File: src/rtl/xfer_pkg.sv
// Shared definitions for the block-transfer front end.
//   OP_XFER / OP_XFER_SWAP : legal command opcodes
//   xfer_state_e           : controller state encoding
//   BEAT_W                 : width of the per-burst beat counter (BURST <= 15)
package xfer_pkg;

  localparam logic [2:0] OP_XFER      = 3'b000;
  localparam logic [2:0] OP_XFER_SWAP = 3'b001;

  localparam int unsigned BEAT_W = 4;

  typedef enum logic [1:0] {
    ST_IDLE,
    ST_BURST,
    ST_GAP,
    ST_FIN
  } xfer_state_e;

  function automatic logic op_legal(input logic [2:0] op);
    return (op == OP_XFER) || (op == OP_XFER_SWAP);
  endfunction

endpackage

File: src/rtl/xfer_beat_cnt.sv
// Word/beat bookkeeping for xfer_burst_ctrl.
//   clk, rst_n  : clock, asynchronous active-low reset
//   load        : load remaining-word count from load_len, clear beat count
//   load_len    : transfer length (1..2**ADDR_W)
//   step        : one word written (remaining-1, beat+1)
//   clr_beat    : start a new burst (beat count to 0)
//   last_word   : the word being accepted now is the final one
//   burst_end   : the word being accepted now closes the current burst
module xfer_beat_cnt
  import xfer_pkg::*;
#(
  parameter int unsigned ADDR_W = 8,
  parameter int unsigned BURST  = 5
) (
  input  logic            clk,
  input  logic            rst_n,
  input  logic            load,
  input  logic [ADDR_W:0] load_len,
  input  logic            step,
  input  logic            clr_beat,
  output logic            last_word,
  output logic            burst_end
);

  localparam logic [ADDR_W:0]   REM_ONE   = (ADDR_W + 1)'(1);
  localparam logic [BEAT_W-1:0] BEAT_ONE  = BEAT_W'(1);
  localparam logic [BEAT_W-1:0] LAST_BEAT = BEAT_W'(BURST - 1);

  logic [ADDR_W:0]   r_rem;
  logic [BEAT_W-1:0] r_beat;

  always_ff @(posedge clk or negedge rst_n) begin
    if (!rst_n) begin
      r_rem  <= '0;
      r_beat <= '0;
    end else if (load) begin
      r_rem  <= load_len;
      r_beat <= '0;
    end else if (step) begin
      r_rem  <= r_rem - REM_ONE;
      r_beat <= r_beat + BEAT_ONE;
    end else if (clr_beat) begin
      r_beat <= '0;
    end
  end

  // Both flags describe the beat currently offered, so the FSM can pick
  // its successor in the same cycle the beat is accepted.
  assign last_word = (r_rem == REM_ONE);
  assign burst_end = (r_beat == LAST_BEAT);

endmodule

File: src/rtl/xfer_burst_ctrl.sv
// Block-transfer front end: takes one command at a time and streams data
// beats into the RAM write port in bursts of BURST beats separated by a
// one-cycle gap, optionally swapping the two halves of each word.
//   clk, rst_n          : clock, asynchronous active-low reset
//   cmd_valid/cmd_ready : command handshake (ready only in IDLE)
//   cmd_op              : OP_XFER or OP_XFER_SWAP, others rejected with err
//   cmd_addr, cmd_len   : first RAM address, word count (1..2**ADDR_W)
//   abort               : cancels the active transfer (BURST/GAP only)
//   in_valid/in_ready   : data beat handshake, in_data the beat
//   ram_we/addr/wdata   : registered RAM write port
//   busy                : transfer in progress
//   done / err          : single-cycle completion / error pulses
module xfer_burst_ctrl
  import xfer_pkg::*;
#(
  parameter int unsigned DATA_W = 16,
  parameter int unsigned ADDR_W = 8,
  parameter int unsigned BURST  = 5
) (
  input  logic              clk,
  input  logic              rst_n,
  input  logic              cmd_valid,
  output logic              cmd_ready,
  input  logic [2:0]        cmd_op,
  input  logic [ADDR_W-1:0] cmd_addr,
  input  logic [ADDR_W:0]   cmd_len,
  input  logic              abort,
  input  logic              in_valid,
  output logic              in_ready,
  input  logic [DATA_W-1:0] in_data,
  output logic              ram_we,
  output logic [ADDR_W-1:0] ram_addr,
  output logic [DATA_W-1:0] ram_wdata,
  output logic              busy,
  output logic              done,
  output logic              err
);

  localparam int unsigned   HALF     = DATA_W / 2;
  localparam logic [ADDR_W-1:0] ADDR_ONE = ADDR_W'(1);

  xfer_state_e r_state;
  xfer_state_e w_state_nxt;

  logic [ADDR_W-1:0] r_addr;
  logic              r_swap;
  logic              r_we;
  logic [ADDR_W-1:0] r_ram_addr;
  logic [DATA_W-1:0] r_wdata;
  logic              r_err;

  logic w_cmd_acc;
  logic w_cmd_ok;
  logic w_beat_acc;
  logic w_beat_wr;
  logic w_load;
  logic w_clr_beat;
  logic w_err_set;
  logic w_last_word;
  logic w_burst_end;

  assign cmd_ready = (r_state == ST_IDLE);
  assign in_ready  = (r_state == ST_BURST);
  assign busy      = (r_state != ST_IDLE);
  assign done      = (r_state == ST_FIN);
  assign ram_we    = r_we;
  assign ram_addr  = r_ram_addr;
  assign ram_wdata = r_wdata;
  assign err       = r_err;

  assign w_cmd_acc  = cmd_valid & cmd_ready;
  assign w_cmd_ok   = op_legal(cmd_op) && (cmd_len != '0);
  assign w_beat_acc = in_valid & in_ready;
  // A beat that meets abort in the same cycle is handshaken but discarded.
  assign w_beat_wr  = w_beat_acc & ~abort;

  xfer_beat_cnt #(
    .ADDR_W (ADDR_W),
    .BURST  (BURST)
  ) u_cnt (
    .clk       (clk),
    .rst_n     (rst_n),
    .load      (w_load),
    .load_len  (cmd_len),
    .step      (w_beat_wr),
    .clr_beat  (w_clr_beat),
    .last_word (w_last_word),
    .burst_end (w_burst_end)
  );

  always_ff @(posedge clk or negedge rst_n) begin
    if (!rst_n) begin
      r_state <= ST_IDLE;
    end else begin
      r_state <= w_state_nxt;
    end
  end

  always_comb begin
    w_state_nxt = r_state;
    w_load      = 1'b0;
    w_clr_beat  = 1'b0;
    w_err_set   = 1'b0;
    case (r_state)
      ST_IDLE: begin
        if (w_cmd_acc) begin
          if (w_cmd_ok) begin
            w_load      = 1'b1;
            w_state_nxt = ST_BURST;
          end else begin
            w_err_set = 1'b1;
          end
        end
      end
      ST_BURST: begin
        if (abort) begin
          w_err_set   = 1'b1;
          w_state_nxt = ST_IDLE;
        end else if (w_beat_acc) begin
          // Completion wins over a coinciding burst boundary.
          if (w_last_word) begin
            w_state_nxt = ST_FIN;
          end else if (w_burst_end) begin
            w_state_nxt = ST_GAP;
          end
        end
      end
      ST_GAP: begin
        if (abort) begin
          w_err_set   = 1'b1;
          w_state_nxt = ST_IDLE;
        end else begin
          w_clr_beat  = 1'b1;
          w_state_nxt = ST_BURST;
        end
      end
      ST_FIN: begin
        w_state_nxt = ST_IDLE;
      end
      default: begin
        w_state_nxt = ST_IDLE;
      end
    endcase
  end

  always_ff @(posedge clk or negedge rst_n) begin
    if (!rst_n) begin
      r_addr     <= '0;
      r_swap     <= 1'b0;
      r_we       <= 1'b0;
      r_ram_addr <= '0;
      r_wdata    <= '0;
      r_err      <= 1'b0;
    end else begin
      r_we  <= w_beat_wr;
      r_err <= w_err_set;
      if (w_load) begin
        r_addr <= cmd_addr;
        r_swap <= (cmd_op == OP_XFER_SWAP);
      end else if (w_beat_wr) begin
        r_addr <= r_addr + ADDR_ONE;
      end
      if (w_beat_wr) begin
        r_ram_addr <= r_addr;
        r_wdata    <= r_swap ? {in_data[HALF-1:0], in_data[DATA_W-1:HALF]} : in_data;
      end
    end
  end

endmodule

File: config.mk
export PLATFORM = sky130hd
export DESIGN_NAME = xfer_burst_ctrl
export DESIGN_NICKNAME = d
export VERILOG_FILES = /design/src/rtl/xfer_pkg.sv /design/src/rtl/xfer_beat_cnt.sv /design/src/rtl/xfer_burst_ctrl.sv
export SDC_FILE = /design/constraint.sdc
export NUM_CORES = 1
export LEC_CHECK = 0
export ABC_AREA = 1
export CAP_MARGIN = 20
export CORE_MARGIN = 3
export CORE_UTILIZATION = 30
export CTS_CLUSTER_SIZE = 10
export DETAILED_ROUTE_END_ITERATION = 16
export RECOVER_POWER = 25
export SETUP_SLACK_MARGIN = 0.4
export SLEW_MARGIN = 40
export SYNTH_ARGS = -nofsm -noshare
export SYNTH_HDL_FRONTEND = slang
export SYNTH_HIERARCHICAL = 1
export SYNTH_SLANG_ARGS = --single-unit
File: constraint.sdc
create_clock -name clk -period 3.5 [get_ports clk]
set_clock_uncertainty 0.05 [all_clocks]
set_input_delay 0.7 -clock clk [delete_from_list [all_inputs] [get_ports clk]]
set_output_delay 0.7 -clock clk [all_outputs]
set_load 0.02 [all_outputs]
==> results of run 1 <==
==> per-stage QoR <==
step           instance area [um^2]  cells
2_1_floorplan                  2790    364
3_3_place_gp                   3570    535
3_5_place_dp                   3570    535
4_1_cts                        3680    543
5_1_grt                        3680    543
6_report                       3680    543
==> flip-flops by register name, summed over array words and instances (netlist names) <==
name,flops
r_state,2
err,1
ram_addr,8
u_cnt/r_rem,9
ram_we,1
ram_wdata,16
r_addr,8
u_cnt/r_beat,4
r_swap,1
==> synthesized netlist by cell type, drive strengths merged <==
library cell | number | area share [%]
xor2 | 6 | 1.9
nor3 | 2 | 0.36
buf | 6 | 1.8
dfrtp | 50 | 45
xnor2 | 1 | 0.31
nand4 | 4 | 0.90
ha | 10 | 4.5
nand3 | 18 | 3.7
o211ai | 1 | 0.27
nand2 | 147 | 20
nor2 | 18 | 3.5
clkbuf | 4 | 0.54
o21ai | 44 | 8.6
o221ai | 1 | 0.31
inv | 40 | 5.5
a21oi | 4 | 0.72
or2 | 3 | 0.76
a22oi | 5 | 1.3
==> placed cells by master (no fill, tap or decap), drive strengths merged, types with 6 or more instances in the layout <==
cell type | netlist | final
nand2 | 147 | 147
clkdlybuf4s50 | 0 | 69
dfrtp | 50 | 50
o21ai | 44 | 44
inv | 40 | 40
nand3 | 18 | 18
nor2 | 18 | 18
ha | 10 | 10
clkbuf | 4 | 7
xor2 | 6 | 6
==> power by group <==
part	switching (W)	internal [W]	total (W)
logic	0.000794	0.000640	0.00143
clock network	0.000199	0.000214	0.000413
registers	0.000243	0.000846	0.00109
total	0.00124	0.00170	0.00293
==> worst min-delay path, cell delays in order (launching register included) <==
cell	delay, ns
dfrtp_1	0.35
nand2_1	0.05
nand2_1	0.06
==> kinds of logic after synthesis <==
logic type,after synthesis,share of synthesized area [%]
xor+xnor,7,2.20
buf+inv,50,7.86
flops,50,44.9
compound gates,55,11.2
simple gates,192,29.3
fa+ha+maj,10,4.49
==> cell type report <==
type / instances / area, um^2 / area share (%)
inverter: 40 / 153 / 4.14
sequential: 50 / 1250 / 34.0
tap: 108 / 135 / 3.67
multi-input combinational: 264 / 1320 / 35.7
timing repair buffer: 73 / 717 / 19.5
clock buffer: 6 / 72.6 / 1.97
clock inverter: 2 / 37.5 / 1.02
==> per-layer routing <==
layer | global-route usage, % | wire [um] | part of all wire (%)
met5 | 0 | 0 | 0
met4 | 3.13 | 23 | 0.33
met3 | 2.87 | 415 | 6.0
met2 | 22.1 | 3120 | 45
met1 | 18.9 | 3350 | 48
==> path summary, 6_finish.rpt <==
path | from | end | cells past startpoint | slack (ns)
max in group asynchronous | rst_n | r_swap | 2 | 1.47
worst max register to register | r_state[0] | u_cnt/r_beat[2] | 12 | 1.35
worst min register to register | ram_addr[0] | ram_addr[0] | 2 | 0.44
worst min-delay path | ram_addr[0] | ram_addr[0] | 2 | 0.44
worst max-delay path | r_state[0] | busy | 4 | 1.02
min in group asynchronous | rst_n | ram_wdata[4] | 1 | 0.80
==> impl_results.md, run 1 <==
- Final setup fails: 0
- CTS clk-pin slew, worst paths: 0.09 ns
- Post-layout minimum cycle time: 2.48 ns
- Cell mode on critical path: inv_1
- Area grow syn2layout: 32.2%
- Initial core utilization: between 30% and 40%
- Type of destination of the critical path: primary output
- CTS sink count: 50
- Via count: 2,502
- Placer Congestion: 0.825
- Number of synthesized register bits: 50
- Final Power: roughly 0.003 W
- IO Pins: 71
- Worst Path Buf+Inv: 3
- Die X: 102 um
- Fin nets: 485
- First-pass GRT wire length: approximately 12,000 um
- Syn avg cell area: 7.66 um^2
- Sequential share of the synthesized area: 44.9%
- Leak Pwr: 1.80 nW
- PnR worst setup slack: around 1.0 ns
- Slew Viols, Final: 31
- Final hold slack: around 0.44 ns
- Syn_nets: ~420
- Worst vdd ir: 369 uV
- Layout cell share with drive strength beyond 1: 7.36%
- Util after Layout: roughly two fifths
- Initial DRT Pass Iterations: 4
- Cell variety after synth: 32
- PortBufs: 70
- Hold WC Path Type: flop to flop
- Largest net degree at the start of global routing: 43
- Failing checks: max-capacitance violations, max-slew violations
- Final HPWL DP: a little over 5000 um
- Worst endpoint required time: 2.75 ns
- Total CTS buffers: 5
- Total setup buffers inserted after CTS: 0
- Total gr overflow: 0
- Die Ht: 102 um
- Clock latency on the worst-skew pair: about 0.3 ns
- Post-Synthesis Cells: approximately 360
- Fillers: 929
- Crit path DAT: 1.73 ns
- Delay-heaviest family, CP: buffers and inverters
- Worst Max-Slew Pin Slew: 1.75 ns
- Max Cap Viol: 1
- Diode count: 0
- CTS tree: done
- Final Hold Violating Endpoints: 0
- Worst-path maximum fanout: 4
- Wirelength per Cell: 12.7 um
- Highest-delay cell along the critical path: clkdlybuf4s50_1
- Cts hold-fix bufs: 0
- Outcome: finished, violations left
- Startpoint Class: flop
- Post-synthesis cell area: 2790 um^2
- Max-slew headroom: -16.6%
- DRC: 0
- Crit path largest cell delay: 0.60 ns
- Pwr dens: 797 nW/um^2
- Yosys warnings: 6
- Tot GR Track Use: 13.7%
- Root Buffer: clkbuf_8
- Routed WL: 6910 um
- Drt via density: 4.61
- Final worst-path cycle share: 70.9%
- Place WS: 0.716 ns
- H-tree Lvls: 2
- DIE AREA: around 10,000 um^2
- Vias in the first global route: roughly 2,400
- Setup CP Type: flop to primary output
- Std cell rows: 34
- Initial antenna violation count: 0
- F_max: 403 MHz
- Routed Antenna Nets: 0
- Initial DRC Count: 124
- Clock Tree Buf Depth: 2
- Cells resized by post-CTS repair: 0
- Setup TNS: 0 ns
- Crit-path cells: inv_1 > ha_1 > inv_1 > clkdlybuf4s50_1
- RSZ-0062 raised after global routing: no
- Core area: roughly 8900 um^2
Note: power is estimated with default switching activity, not from simulation.
==> inputs of run 2 (changes only) <==
==> constraint.sdc (replaced) <==
create_clock -name clk -period 2.3 [get_ports clk]
set_clock_uncertainty 0.05 [all_clocks]
set_input_delay 0.46 -clock clk [delete_from_list [all_inputs] [get_ports clk]]
set_output_delay 0.46 -clock clk [all_outputs]
set_load 0.02 [all_outputs]
==> impl_results.md, run 2 (synthesized netlist as in run 1, its figures left out) <==
- Worst-path maximum fanout: 7 (+3)
- Initial antenna violation count: 0 (unchanged)
- GR Util met1: 18.1% (-0.86 points)
- Std cell rows: 34 (unchanged)
- Die Ht: 102 um (unchanged)
- PortBufs: 70 (unchanged)
- Post-layout minimum cycle time: 1.81 ns
- Slew Viols, Final: 0 (-100%)
- Setup CP Type: flop to flop
- Diode count: 0 (unchanged)
- Final setup fails: 0 (unchanged)
- Root Buffer: clkbuf_8
- First-pass GRT wire length: 11,700 um (+1.3%)
- IO Pins: 71 (unchanged)
- PnR worst setup slack: 0.488 ns (-0.530 ns)
- Clock Tree Buf Depth: 2 (unchanged)
- Worst vdd ir: 649 uV (+76%)
- Met3 global-route usage: 2.87% (unchanged)
- F_max: 552 MHz
- Worst Max-Slew Pin Slew: 1.29 ns (-0.459 ns)
- Placer Congestion: 0.854 (+3.4%)
- Setup TNS: 0 ns (unchanged)
- CTS sink count: 50 (unchanged)
- Initial DRC Count: 95 (-23%)
- Tot GR Track Use: 13.9% (+0.21 points)
- Met2 GRT Util: 23.6% (+1.5 points)
- Initial core utilization: 31.3% (unchanged)
- CTS tree: done
- Drt via density: 4.62 (+0.20%)
- Pwr dens: 1190 nW/um^2 (+50%)
- RSZ-0062 raised after global routing: yes
- DIE AREA: 10,500 um^2 (unchanged)
- Final HPWL DP: 5210 um (+1.2%)
- DRC: 0 (unchanged)
- Commonest non-fill, non-tap cell in the layout: nand2_1
- Die X: 102 um (unchanged)
- Final worst-path cycle share: 78.8%
- Most Used Layer, Global Route: met2
- Fin nets: 503 (+3.7%)
- Clock latency on the worst-skew pair: 0.31 ns (about the same)
- Final Hold Violating Endpoints: 0 (unchanged)
- Layout cell share with drive strength beyond 1: 14.3% (+7.0 points)
- Core area: 8890 um^2 (unchanged)
- Initial DRT Pass Iterations: 4 (unchanged)
- Startpoint Class: flop
- Routed WL: 7160 um (+3.6%)
- Worst endpoint required time: 2.46 ns (-0.29 ns)
- H-tree Lvls: 2 (unchanged)
- Leak Pwr: 1.92 nW (+6.9%)
- Vias in the first global route: 2,444 (+0.78%)
- Crit path DAT: 1.97 ns (+0.24 ns)
- Total gr overflow: 0 (unchanged)
- Via count: 2,590 (+3.5%)
- Outcome: completed
- Most frequent cells in the layout: 143 x nand2_1, 58 x clkdlybuf4s50_1, 50 x dfrtp_1
- Routed Antenna Nets: 0 (unchanged)
- Sequential cell area: 1250 um^2 (about the same)
- Hold WC Path Type: primary input to flop
- Wirelength per Cell: 12.8 um (+0.31%)
- Cts hold-fix bufs: 0 (unchanged)
- Total CTS buffers: 5 (unchanged)
- Area grow syn2layout: 39.1%
- Largest net degree at the start of global routing: 51 (+19%)
- Largest register FFs: 16 (unchanged)
- Type of destination of the critical path: flop
- Area of the multi-input gates: 1350 um^2 (+2.8%)
- CTS clk-pin slew, worst paths: 0.10 ns (about the same)
- Max Cap Viol: 0 (-1)
- Max-slew headroom: 14.0% (+31 points)
- Place WS: 0.00426 ns (-0.712 ns)
- Fillers: 895 (-3.7%)
-- run 2: cell count changes in the layout (fill, tap and decap cells not counted), sizes merged --
cell | previous run | this run
dlymetal6s2s | 0 | 2
clkbuf | 7 | 9
clkdlybuf4s50 | 69 | 58
buf | 3 | 21
clkinv | 0 | 1
dlygate4sd2 | 0 | 5
clkdlybuf4s15 | 0 | 1
-- run 2: per-layer routing --
metal | routed length (um) | up-vias
met5 | 0 | -
met4 | 68 | 0
met3 | 451 | 8
met2 | 3340 | 80
met1 | 3300 | 1172
li1 | - | 1330
-- run 2: per-stage QoR --
step	power, W	hold slack (ns)	std cells	cell area (um^2)	utilization, %
after detailed placement	0.00392	0.415	543	3660	41.2
after CTS	0.00463	0.0776	559	3850	43.3
final	0.00463	0.353	561	3880	43.6
after global routing	0.00504	0.378	561	3880	43.6
after global placement	0.00387	0.411	543	3660	41.2
after floorplan	0.00301	0.114	364	2790	-
-- run 2: final timing paths --
check	start	to	slack, ns	cells after the start
worst max register to register	r_state[1]	u_cnt/r_rem[5]	0.49	11
worst min-delay path	cmd_len[1]	u_cnt/r_rem[1]	0.35	3
min in group asynchronous	rst_n	ram_wdata[4]	0.45	2
max in group asynchronous	rst_n	r_addr[6]	0.96	2
worst min register to register	ram_addr[0]	ram_addr[0]	0.44	2
worst max-delay path	r_state[1]	u_cnt/r_rem[5]	0.49	11
-- run 2: critical path: stages, from the launching register on --
cell,delay (ns)
dfrtp_1,0.41
inv_1,0.15
ha_2,0.20
nand2_1,0.07
inv_2,0.07
nand2_2,0.09
inv_2,0.11
nor2_4,0.05
buf_4,0.13
buf_4,0.15
a22oi_1,0.16
nand2_1,0.07
-- run 2: final cells by class --
class / count / area share, %
sequential: 50 / 32.3
multi-input combinational: 264 / 34.9
tap: 108 / 3.49
clock buffer: 5 / 1.78
inverter: 40 / 4.03
timing repair buffer: 91 / 22.3
clock inverter: 3 / 1.23
-- run 2: repair_timing --
| action | 4_1_cts | 5_1_grt |
|---|---|---|
| buffers inserted | 8 | 2 |
| resized for setup | 13 | 17 |
| pin swaps | 8 | 6 |
| endpoints found under the setup margin | 13 | 19 |
-- run 2: report_power, final --
| group | total [W] | internal [W] | switching [W] | leakage, nW |
|---|---|---|---|---|
| clock | 0.000657 | 0.000330 | 0.000327 | 0.0587 |
| combinational | 0.00237 | 0.00105 | 0.00131 | 1.23 |
| sequential | 0.00160 | 0.00129 | 0.000319 | 0.633 |
==> inputs of run 3 (changes only) <==
==> constraint.sdc (replaced) <==
create_clock -name clk -period 1.6 [get_ports clk]
set_clock_uncertainty 0.05 [all_clocks]
set_input_delay 0.32 -clock clk [delete_from_list [all_inputs] [get_ports clk]]
set_output_delay 0.32 -clock clk [all_outputs]
set_load 0.02 [all_outputs]
==> impl_results.md, run 3 (synthesized netlist as in run 1, its figures left out) <==
- Post-route cell area: 4780 um^2 (+23%)
- Routed Antenna Nets: 0 (unchanged)
- PnR worst setup slack: -0.108 ns (-0.596 ns)
- Final Power: 0.00824 W (+78%)
- Comb power frac: 57.9% (+6.8 points)
- Most frequent cells in the layout: 107 x nand2_1, 51 x buf_6, 50 x buf_4
- Initial antenna violation count: 0 (unchanged)
- Setup TNS: -0.760 ns (-0.760 ns)
- Layout cell share with drive strength beyond 1: 41.8% (+27 points)
- Worst endpoint required time: 1.23 ns (-1.23 ns)
- Area of the multi-input gates: 1590 um^2 (+17%)
- Diode count: 0 (unchanged)
- Delay-heaviest family, CP: buffers and inverters
- Die X: 102 um (unchanged)
- Failing checks: negative setup slack
- Fin nets: 562 (+12%)
- Core area: 8890 um^2 (unchanged)
- Post-layout minimum cycle time: between 1.5 and 2 ns
- Crit path largest cell delay: 0.41 ns (about the same)
- Placer Congestion: 0.783 (-8.2%)
- Initial DRC Count: 55 (-42%)
- Drt via density: 4.48 (-3.0%)
- Startpoint Class: flop
- Commonest non-fill, non-tap cell in the layout: nand2_1
- Psw: 0.00333 W (+70%)
- Final hold slack: 0.195 ns (-0.158 ns)
- Sw Ratio: 40.4% (-1.9 points)
- DIE AREA: 10,500 um^2 (unchanged)
- Clock Tree Buf Depth: 2 (unchanged)
- Final worst-path cycle share: 107%
- First-pass GRT wire length: 12,300 um (+5.3%)
- Wirelength per Cell: 12.5 um (-2.2%)
- Hold WC Path Type: primary input to flop
- Crit-path cells: inv_2 > ha_4 > buf_4 > buf_4 > buf_6
- Worst r2r path cells: 10 (-1)
- Std cell rows: 34 (unchanged)
- Type of destination of the critical path: primary output
- Total CTS buffers: 5 (unchanged)
- Outcome: finished, violations left
- Initial core utilization: 31.3% (unchanged)
- RR Startpoint: r_state[0]
- DP Area: 3940 um^2 (+7.6%)
- F_max: 585 MHz
- CTS sink count: 50 (unchanged)
- Crit path DAT: 1.34 ns (-0.63 ns)
- Highest-delay cell along the critical path: dfrtp_1
- Critical Path Stages: 5 (-6)
- Worst Path Buf+Inv: 4 (-1)
- Total gr overflow: 0 (unchanged)
- Worst Max-Slew Pin Slew: 1.06 ns (-0.227 ns)
- Max-slew headroom: 29.2% (+15 points)
- Hold Crit Start: cmd_len[0]
- Routed WL: 7740 um (+8.1%)
- IO Pins: 71 (unchanged)
- Via count: 2,777 (+7.2%)
- Internal power: 0.00491 W (+84%)
- Clock Power Share: 13.2% (-1.0 points)
- Pwr dens: 1720 nW/um^2 (+44%)
- CTS tree: done
- Root Buffer: clkbuf_8
- Final HPWL DP: 5520 um (+5.9%)
- Worst vdd ir: 763 uV (+18%)
- Seq pwr share: 29.0% (-5.7 points)
- Final Hold Violating Endpoints: 0 (unchanged)
- Largest register FFs: 16 (unchanged)
- RSZ-0062 raised after global routing: yes
- PortBufs: 70 (unchanged)
- Vias in the first global route: 2,646 (+8.3%)
- Worst-path maximum fanout: 3 (-4)
- Crit path launch: r_state[0]
- Max Cap Viol: 0 (unchanged)
- Setup CP Type: flop to primary output
- Worst hold path cell count: 3 (unchanged)
- CTS clk-pin slew, worst paths: 0.09 ns (about the same)
- Initial DRT Pass Iterations: 4 (unchanged)
- Tot GR Track Use: 14.7% (+0.83 points)
- Final setup fails: 18 (+18)
- Area grow syn2layout: 71.5%
- Clock latency on the worst-skew pair: 0.30 ns (about the same)
- H-tree Lvls: 2 (unchanged)
- Die Ht: 102 um (unchanged)
- Largest net degree at the start of global routing: 35 (-31%)
- Sequential cell area: 1250 um^2 (about the same)
- Cell mode on critical path: buf_4
- Fillers: 797 (-11%)
- Slew Viols, Final: 0 (unchanged)
- DRC: 0 (unchanged)
- Leak Pwr: 2.43 nW (+26%)
run 3: timing repair:
action	CTS	global route
hold buffers	1	0
gates resized for setup	287	24
endpoints found under the setup margin	80	80
pin swaps	35	14
setup buffers	25	14
gates cloned	3	0
endpoints found under the hold margin	16	0
run 3: final timing paths:
path	slack [ns]	to
worst max register to register	-0.08	u_cnt/r_rem[7]
max in group asynchronous	0.10	r_addr[0]
worst min register to register	0.45	r_swap
min in group asynchronous	0.67	r_addr[3]
worst max-delay path	-0.11	cmd_ready
worst min-delay path	0.20	u_cnt/r_rem[0]
run 3: layout make-up:
class	count	area share (%)
clock buffer	5	1.44
inverter	40	3.38
clock inverter	3	1.44
timing repair buffer	150	31.5
multi-input combinational	264	33.2
sequential	50	26.2
tap	108	2.83
run 3: routing by layer:
layer | wire length (um) | track usage [%]
met3 | 298 | 2.87
met2 | 3860 | 25.0
met4 | 74 | 3.53
met5 | 0 | 0
met1 | 3510 | 19.4
run 3: through the flow:
| step | util, % | setup slack, ns | std cells |
|---|---|---|---|
| 5_1_grt | 53.7 | -0.178 | 620 |
| 3_5_place_dp | 44.3 | -0.532 | 569 |
| 3_3_place_gp | 44.3 | -0.470 | 569 |
| 2_1_floorplan | - | -0.176 | 364 |
| 6_report | 53.7 | -0.108 | 620 |
| 4_1_cts | 51.5 | -0.0995 | 606 |
run 3: worst register-to-register path, cell delays in order (launching register included):
cell and delay, ns:
dfrtp_1 0.41, inv_2 0.07, ha_4 0.18, nand2_4 0.06
inv_4 0.04, nand3_4 0.08, clkinvlp_4 0.15, buf_4 0.18
buf_16 0.12, a22oi_1 0.17, nand2_1 0.08
run 3: power groups by stage:
stage	sequential, W	combinational (W)	clock (W)
detailed placement	0.00231	0.00377	0
global route	0.00247	0.00522	0.00115
global placement	0.00229	0.00371	0
floorplan	0.00263	0.00183	0
finish	0.00239	0.00477	0.00108
CTS	0.00238	0.00443	0.00110
